===== src/rtl/eth_10g_st_pkg.sv =====
// Shared helpers and types for the 10G MAC Avalon-ST timing adapter.
package eth_10g_st_pkg;

    // Ceiling log2; clog2(1) = 0.
    function automatic int unsigned clog2(input int unsigned v);
        int unsigned r;
        r = 0;
        for (int unsigned i = 0; i < 32; i++) begin
            if ((32'd1 << i) < v) r = i + 1;
        end
        return r;
    endfunction

    // Pointer width: one extra MSB to tell full from empty.
    function automatic int unsigned ptr_w(input int unsigned depth);
        return clog2(depth) + 1;
    endfunction

    typedef struct packed {
        logic sop;
        logic eop;
    } pkt_sb_t;

endpackage


===== src/rtl/eth_10g_st_timing_adapter_fifo_if.sv =====
// Source-side and sink-side Avalon-ST signals of the timing adapter.
// Packet sideband exists only when ST_TIMING_ADAPTER_PKT_EN is defined.
interface eth_10g_st_timing_adapter_fifo_if #(
    parameter int unsigned DATA_W = 16
);
    logic              in_valid;
    logic [DATA_W-1:0] in_data;
    logic              in_ready;
    logic              out_valid;
    logic [DATA_W-1:0] out_data;
    logic              out_ready;
`ifdef ST_TIMING_ADAPTER_PKT_EN
    logic              in_sop;
    logic              in_eop;
    logic              out_sop;
    logic              out_eop;

    modport slave (
        input  in_valid, in_data, in_sop, in_eop, out_ready,
        output in_ready, out_valid, out_data, out_sop, out_eop
    );
    modport master (
        output in_valid, in_data, in_sop, in_eop, out_ready,
        input  in_ready, out_valid, out_data, out_sop, out_eop
    );
`else
    modport slave (
        input  in_valid, in_data, out_ready,
        output in_ready, out_valid, out_data
    );
    modport master (
        output in_valid, in_data, out_ready,
        input  in_ready, out_valid, out_data
    );
`endif
endinterface


===== src/rtl/eth_10g_sync_fwft_fifo.sv =====
// Synchronous first-word-fall-through FIFO with registered occupancy.
// mark_last sets bit 0 of the most recently written entry (used to force eop).
module eth_10g_sync_fwft_fifo
    import eth_10g_st_pkg::*;
#(
    parameter int unsigned WIDTH = 16,
    parameter int unsigned DEPTH = 4
) (
    input  logic                      clk,
    input  logic                      reset_n,
    input  logic                      push,
    input  logic [WIDTH-1:0]          wdata,
    input  logic                      pop,
    input  logic                      mark_last,
    output logic [WIDTH-1:0]          rdata,
    output logic                      full,
    output logic                      empty,
    output logic [ptr_w(DEPTH)-1:0]   fill_level
);
    localparam int unsigned PTR_W = ptr_w(DEPTH);
    localparam int unsigned AW    = PTR_W - 1;
    localparam logic [PTR_W-1:0] PTR_MSB = PTR_W'(1) << AW;

    logic [WIDTH-1:0] mem [DEPTH];
    logic [PTR_W-1:0] wr_ptr;
    logic [PTR_W-1:0] rd_ptr;
    logic [PTR_W-1:0] last_ptr;

    assign last_ptr = wr_ptr - PTR_W'(1);
    assign empty    = (wr_ptr == rd_ptr);
    assign full     = ((wr_ptr ^ rd_ptr) == PTR_MSB);
    assign rdata    = mem[rd_ptr[AW-1:0]];

    // Pointers wrap modulo 2*DEPTH; occupancy tracked alongside.
    always_ff @(posedge clk) begin
        if (!reset_n) begin
            wr_ptr     <= '0;
            rd_ptr     <= '0;
            fill_level <= '0;
        end else begin
            if (push) wr_ptr <= wr_ptr + PTR_W'(1);
            if (pop)  rd_ptr <= rd_ptr + PTR_W'(1);
            fill_level <= fill_level + PTR_W'(push) - PTR_W'(pop);
        end
    end

    always_ff @(posedge clk) begin
        if (reset_n) begin
            if (push)                mem[wr_ptr[AW-1:0]]      <= wdata;
            if (mark_last && !empty) mem[last_ptr[AW-1:0]][0] <= 1'b1;
        end
    end

endmodule


===== src/rtl/eth_10g_st_timing_adapter_fifo.sv =====
// Avalon-ST timing adapter: FWFT buffer with overflow drop/count for 10G MAC paths.
// Define ST_TIMING_ADAPTER_PKT_EN for sop/eop sideband and packet-drop FSM.
module eth_10g_st_timing_adapter_fifo
    import eth_10g_st_pkg::*;
#(
    parameter int unsigned DATA_W      = 16,
    parameter int unsigned DEPTH       = 4,
    parameter int unsigned IN_READY_EN = 0,
    parameter int unsigned CNT_W       = 16
) (
    input  logic                              clk,
    input  logic                              reset_n,
    eth_10g_st_timing_adapter_fifo_if.slave   st,
    output logic [ptr_w(DEPTH)-1:0]           fill_level,
    output logic                              overflow_pulse,
    output logic [CNT_W-1:0]                  overflow_cnt,
    input  logic                              clear_cnt
);
    localparam int unsigned PTR_W = ptr_w(DEPTH);
`ifdef ST_TIMING_ADAPTER_PKT_EN
    localparam int unsigned PAY_W = DATA_W + 2;
`else
    localparam int unsigned PAY_W = DATA_W;
`endif
    localparam logic [CNT_W-1:0] CNT_MAX = '1;

    logic             pop;
    logic             push;
    logic             drop;
    logic             acc;
    logic             full;
    logic             empty;
    logic             mark_last;
    logic             in_ready_q;
    logic [PTR_W-1:0] fill_nxt;
    logic [PAY_W-1:0] wdata;
    logic [PAY_W-1:0] rdata;

    // Without source backpressure a same-cycle pop frees the slot for the incoming beat.
    assign pop      = ~empty & st.out_ready;
    assign acc      = (IN_READY_EN != 0) ? in_ready_q : ~(full & ~pop);
    assign fill_nxt = fill_level + PTR_W'(push) - PTR_W'(pop);

    assign st.in_ready  = in_ready_q;
    assign st.out_valid = ~empty;

`ifdef ST_TIMING_ADAPTER_PKT_EN
    typedef enum logic {S_IDLE, S_DROP} state_t;

    state_t  state;
    pkt_sb_t sb_in;
    pkt_sb_t sb_out;
    logic    gate;

    assign sb_in       = '{sop: st.in_sop, eop: st.in_eop};
    assign wdata       = {st.in_data, sb_in};
    assign sb_out      = pkt_sb_t'(rdata[1:0]);
    assign st.out_data = rdata[PAY_W-1:2];
    assign st.out_sop  = sb_out.sop;
    assign st.out_eop  = sb_out.eop;

    // In DROP only a new sop may re-enter; first drop terminates the buffered packet.
    assign gate      = (state == S_IDLE) | st.in_sop;
    assign push      = st.in_valid & gate & acc;
    assign drop      = st.in_valid & ~push;
    assign mark_last = drop & (state == S_IDLE);

    always_ff @(posedge clk) begin
        if (!reset_n) begin
            state <= S_IDLE;
        end else if (drop) begin
            state <= S_DROP;
        end else if (push) begin
            state <= S_IDLE;
        end
    end
`else
    assign wdata       = st.in_data;
    assign st.out_data = rdata;
    assign push        = st.in_valid & acc;
    assign drop        = st.in_valid & ~acc;
    assign mark_last   = 1'b0;
`endif

    eth_10g_sync_fwft_fifo #(
        .WIDTH (PAY_W),
        .DEPTH (DEPTH)
    ) u_fifo (
        .clk        (clk),
        .reset_n    (reset_n),
        .push       (push),
        .wdata      (wdata),
        .pop        (pop),
        .mark_last  (mark_last),
        .rdata      (rdata),
        .full       (full),
        .empty      (empty),
        .fill_level (fill_level)
    );

    // Ready tracks next-cycle fullness; low through reset in backpressure mode.
    always_ff @(posedge clk) begin
        if (!reset_n) begin
            in_ready_q     <= (IN_READY_EN == 0);
            overflow_pulse <= 1'b0;
            overflow_cnt   <= '0;
        end else begin
            in_ready_q     <= (IN_READY_EN == 0) || (fill_nxt != PTR_W'(DEPTH));
            overflow_pulse <= drop;
            if (clear_cnt) begin
                overflow_cnt <= '0;
            end else if (drop && (overflow_cnt != CNT_MAX)) begin
                overflow_cnt <= overflow_cnt + CNT_W'(1);
            end
        end
    end

    always_ff @(posedge clk) begin
        if (reset_n && (IN_READY_EN != 0)) begin
            assert (!(st.in_valid && !in_ready_q))
                else $error("in_valid asserted while in_ready is low");
        end
    end

endmodule


===== src/flat_wrapper.sv =====
// flat-port wrapper written by rule: the top's interface ports become plain ports
module eth_10g_st_timing_adapter_fifo_flat import eth_10g_st_pkg::*;
#(
    parameter int unsigned DATA_W      = 16,
    parameter int unsigned DEPTH       = 4,
    parameter int unsigned IN_READY_EN = 0,
    parameter int unsigned CNT_W       = 16
)
  (clk, reset_n, fill_level, overflow_pulse, overflow_cnt, clear_cnt, st_in_valid, st_in_data, st_out_ready, st_in_ready, st_out_valid, st_out_data);
  eth_10g_st_timing_adapter_fifo_if #(.DATA_W(DATA_W)) st_i ();
  input  logic clk;
  input  logic reset_n;
  output logic [ptr_w(DEPTH)-1:0] fill_level;
  output logic overflow_pulse;
  output logic [CNT_W-1:0] overflow_cnt;
  input  logic clear_cnt;
  input wire logic [$bits(st_i.in_valid)-1:0] st_in_valid;
  input wire logic [$bits(st_i.in_data)-1:0] st_in_data;
  input wire logic [$bits(st_i.out_ready)-1:0] st_out_ready;
  output wire logic [$bits(st_i.in_ready)-1:0] st_in_ready;
  output wire logic [$bits(st_i.out_valid)-1:0] st_out_valid;
  output wire logic [$bits(st_i.out_data)-1:0] st_out_data;
  assign st_i.in_valid = st_in_valid;
  assign st_i.in_data = st_in_data;
  assign st_i.out_ready = st_out_ready;
  assign st_in_ready = st_i.in_ready;
  assign st_out_valid = st_i.out_valid;
  assign st_out_data = st_i.out_data;
  eth_10g_st_timing_adapter_fifo #(.DATA_W(DATA_W), .DEPTH(DEPTH), .IN_READY_EN(IN_READY_EN), .CNT_W(CNT_W)) u_core (.clk(clk), .reset_n(reset_n), .st(st_i), .fill_level(fill_level), .overflow_pulse(overflow_pulse), .overflow_cnt(overflow_cnt), .clear_cnt(clear_cnt));
endmodule

===== config.mk =====
export PLATFORM = sky130hd
export DESIGN_NAME = eth_10g_st_timing_adapter_fifo_flat
export DESIGN_NICKNAME = d
export VERILOG_FILES = /design/src/rtl/eth_10g_st_pkg.sv /design/src/rtl/eth_10g_st_timing_adapter_fifo_if.sv /design/src/rtl/eth_10g_sync_fwft_fifo.sv /design/src/rtl/eth_10g_st_timing_adapter_fifo.sv /design/src/flat_wrapper.sv
export SDC_FILE = /design/constraint.sdc
export NUM_CORES = 1
export LEC_CHECK = 0
export ABC_AREA = 0
export CORE_ASPECT_RATIO = 1.25
export CORE_MARGIN = 3
export CORE_UTILIZATION = 48
export DETAILED_ROUTE_END_ITERATION = 8
export GPL_TIMING_DRIVEN = 1
export PLACE_DENSITY = 0.75
export REMOVE_ABC_BUFFERS = 1
export SKIP_LAST_GASP = 1
export SLEW_MARGIN = 20
export SYNTH_ARGS = -nofsm -noshare
export SYNTH_HDL_FRONTEND = slang
export SYNTH_SLANG_ARGS = --single-unit

===== constraint.sdc =====
create_clock -name clk -period 2.1 [get_ports clk]
set_input_delay 0.315 -clock clk [delete_from_list [all_inputs] [get_ports clk]]
set_output_delay 0.315 -clock clk [all_outputs]
set_load 0.1 [all_outputs]

==> summary.md <==
| Metric | Value |
|---|---|
| Cell Area, Synth | 3750 um^2 |
| Critical path type | reg2reg |
| Switching Share | 0.337 |
| Highest-count cells in the layout ignoring fill and taps | 64 x edfxtp_1, 30 x buf_4, 27 x nor2_1, 27 x dfxtp_1, 22 x buf_12 |
| Sequential area share after synthesis | 0.662 |
| CTS tree | done |
| Slowest-stage cell, CP | fa_1 |
| Vias per std cell | 5.21 |
| Post-synth top area share | 0.512 |
| Worst setup EP type | flop |
| Row cnt | 35 |
| Post-synth EDFFs | 64 |
| DR top layer | met4 |
| Critical Path Max Stage Delay | 410 ps |
| I/O pin cnt | 59 |
| Synth Area per Inst | 15.6 um^2 |
| Later-pin clock latency in the skew report | 340 ps |
| Drt first-iter violations | 136 |
| Sequential power share | 0.396 |
| Combinational share of power | 0.343 |
| Worst hold path type | reg2reg |
| Drt wl/cell | 15.2 um |
| Post-DRT Antenna Nets | 0 |
| Primary FF master, synth | edfxtp_1 |
| Crit path launch type | flop |
| GRT Util Overall | 0.151 |
| Switching power of the nets | 1.75 mW |
| Critical Path Stages | 8 |
| Final worst setup slack | 90.3 ps |
| Layout cells sized above 1 | 0.297 |
| Die area | 8920 um^2 |
| Fin. Hold Viols | 0 |
| Final period util | 0.957 |
| Vias in the first global route | 2119 |
| Status | completed |
| Worst hold path stage count | 2 |
| Area leader, netlist | edfxtp_1 |
| DRT Wirelength | 6250 um |
| Worst path bufs/invs | 1 |
| Gr ovfl total | 0 |
| Final GP Congestion | 0.809 |
| Cell Int Power | 3.46 mW |
| Unique cell type count in the Yosys netlist | 39 |
| Port buffer count | 57 |
| Final Critical Period | 2010 ps |
| Initial antenna violation count | 0 |
| Diode count | 0 |
| Delay-heaviest family, CP | adder cells |
| P&R area growth vs syn | 32.3% |
| RSZ-0062 raised after global routing | no |
| CP Max Fanout | 3 |
| Required time worst endpoint | 2350 ps |
| Max Clk Rate | 498 MHz |
| Setup WS pre-CTS | -181 ps |
| Clock power share | 0.261 |
| Most common cell after layout, fill and taps aside | edfxtp_1 |
| Yosys reg bits | 92 |
| Area contributors post-synth | edfxtp_1 51%, dfxtp_1 15%, mux4_2 9.6% |
| Clock H-tree levels | 3 |
| CTS root buffer | clkbuf_8 |
| Static leakage | 1.68 nW |
| # DRC | 0 |
| Synth Warn # | 0 |
| Final net count | 345 |
| Path depth of the worst reg2reg path | 8 |
| Via count | 2145 |
| Peak VDD IR | 0.000821 V |
| Clock Path Buffers | 2 |
| DP HPWL | 4330 um |
| Met2 Wirelength | 3250 um |
| Largest net degree at the start of global routing | 18 |
| Ys async rst share | 0 |
| CP most frequent cell | ha_1 |
| Worst EP arrival | 2260 ps |
| Initial Util | 0.501 |
| DIE WIDTH | 85.1 um |
| Worst path cell trace | xnor2_2 -> nand2_1 -> o31ai_4 -> ha_1 -> inv_1 -> ha_1 -> fa_1 -> and2_1 |
| Worst slew margin | 0.584 |
| Mapped Cells | 241 |
| Final setup violating endpoints | 0 |
| Worst-path clk slew | 90 ps |
| CTS Buf Count | 9 |
| Max Slew Vio Count | 0 |
| Tightest Pin Transition | 625 ps |
| Total of max-cap violations | 0 |
| Drt pass-1 iters | 4 |
| CTS Sinks | 92 |
| Met3 wire len | 307 um |
| First-pass GRT wire length | 10400 um |
| Die Y | 105 um |
| Clock skew | 10.7 ps |
| M1 WL | 2650 um |
| Core Box Area | 7490 um^2 |
| Worst hold margin | 558 ps |
| Power density over the cells | 1050 nW/um^2 |
-- worst register-to-register path, cell delays in order (launching register included) --
cell,delay [ps]
dfxtp_2,350
xnor2_2,200
nand2_1,130
o31ai_4,200
ha_1,260
inv_1,50
ha_1,160
fa_1,410
and2_1,160
-- metrics by stage --
stage	area, um^2	TNS [ps]	power, mW	util	std cells
after CTS	4940	0	5.26	0.660	412
after global routing	4970	0	5.42	0.663	412
after floorplan	3700	-6190	3.28	-	232
after global placement	4680	-138	3.87	0.626	396
after detailed placement	4680	-289	3.89	0.626	396
final	4970	0	5.21	0.663	412
-- kinds of logic after synthesis --
group           synth area share
compound gates            0.0133
fa+ha+maj                 0.0320
simple gates               0.116
mux                        0.101
buf+inv                   0.0210
xor+xnor                  0.0537
other cells             0.000999
flops                      0.662
-- synth_stat cells (all sizes together), types with 2 or more instances --
cell type / n
nor2: 27
xnor2: 21
xor2: 2
and2: 6
nor4b: 3
mux2i: 2
buf: 6
a21oi: 2
nand4: 4
ha: 8
nand2: 8
nor3: 5
clkbuf: 3
nand3: 7
inv: 7
nand2b: 2
nor4: 7
mux4: 16
dfxtp: 28
edfxtp: 64
-- power by group through the flow --
stage	clock network [mW]	registers (mW)	logic, mW
final	1.36	2.06	1.79
after global routing	1.49	2.07	1.86
after CTS	1.40	2.06	1.80
after detailed placement	0	2.10	1.79
after global placement	0	2.10	1.78
after floorplan	0	2.30	0.982
-- final cells by class --
type / count / area (um^2)
clock buffers: 9 / 124
clock inverters: 7 / 115
fillers: 533 / 2520
inverters: 8 / 30.0
multi-input cells: 132 / 1230
flip-flops and latches: 92 / 2480
well taps: 92 / 115
repair buffers: 72 / 866
-- metal layers --
metal,GRT usage,vias up
met4,0.0543,0
met5,0,-
met1,0.196,1052
li1,-,1041
met2,0.241,48
met3,0.0434,4
-- flip-flops by register name, indices dropped and copies added, names as in the netlist, named ones only --
register,cells
u_core.overflow_pulse,1
u_core.u_fifo.rd_ptr,3
u_core.u_fifo.fill_level,3
u_core.u_fifo.mem,64
u_core.overflow_cnt,16
u_core.u_fifo.wr_ptr,3
-- final timing paths --
| check | end | slack (ps) | startpoint |
|---|---|---|---|
| setup / recovery | u_core.u_fifo.fill_level[1] | 90 | u_core.u_fifo.rd_ptr[0] |
| hold / removal | u_core.overflow_cnt[7] | 560 | u_core.overflow_cnt[7] |
| hold reg to reg | u_core.overflow_cnt[7] | 560 | u_core.overflow_cnt[7] |
| setup reg to reg | u_core.u_fifo.fill_level[1] | 90 | u_core.u_fifo.rd_ptr[0] |
-- repair_timing --
item,4_1_cts,5_1_grt
buffers inserted,0,0
resized for setup,3,3
endpoints found under the setup margin,2,2
hold buffers,0,0
pin swaps,0,3
Note: power is estimated with default switching activity, not from simulation.
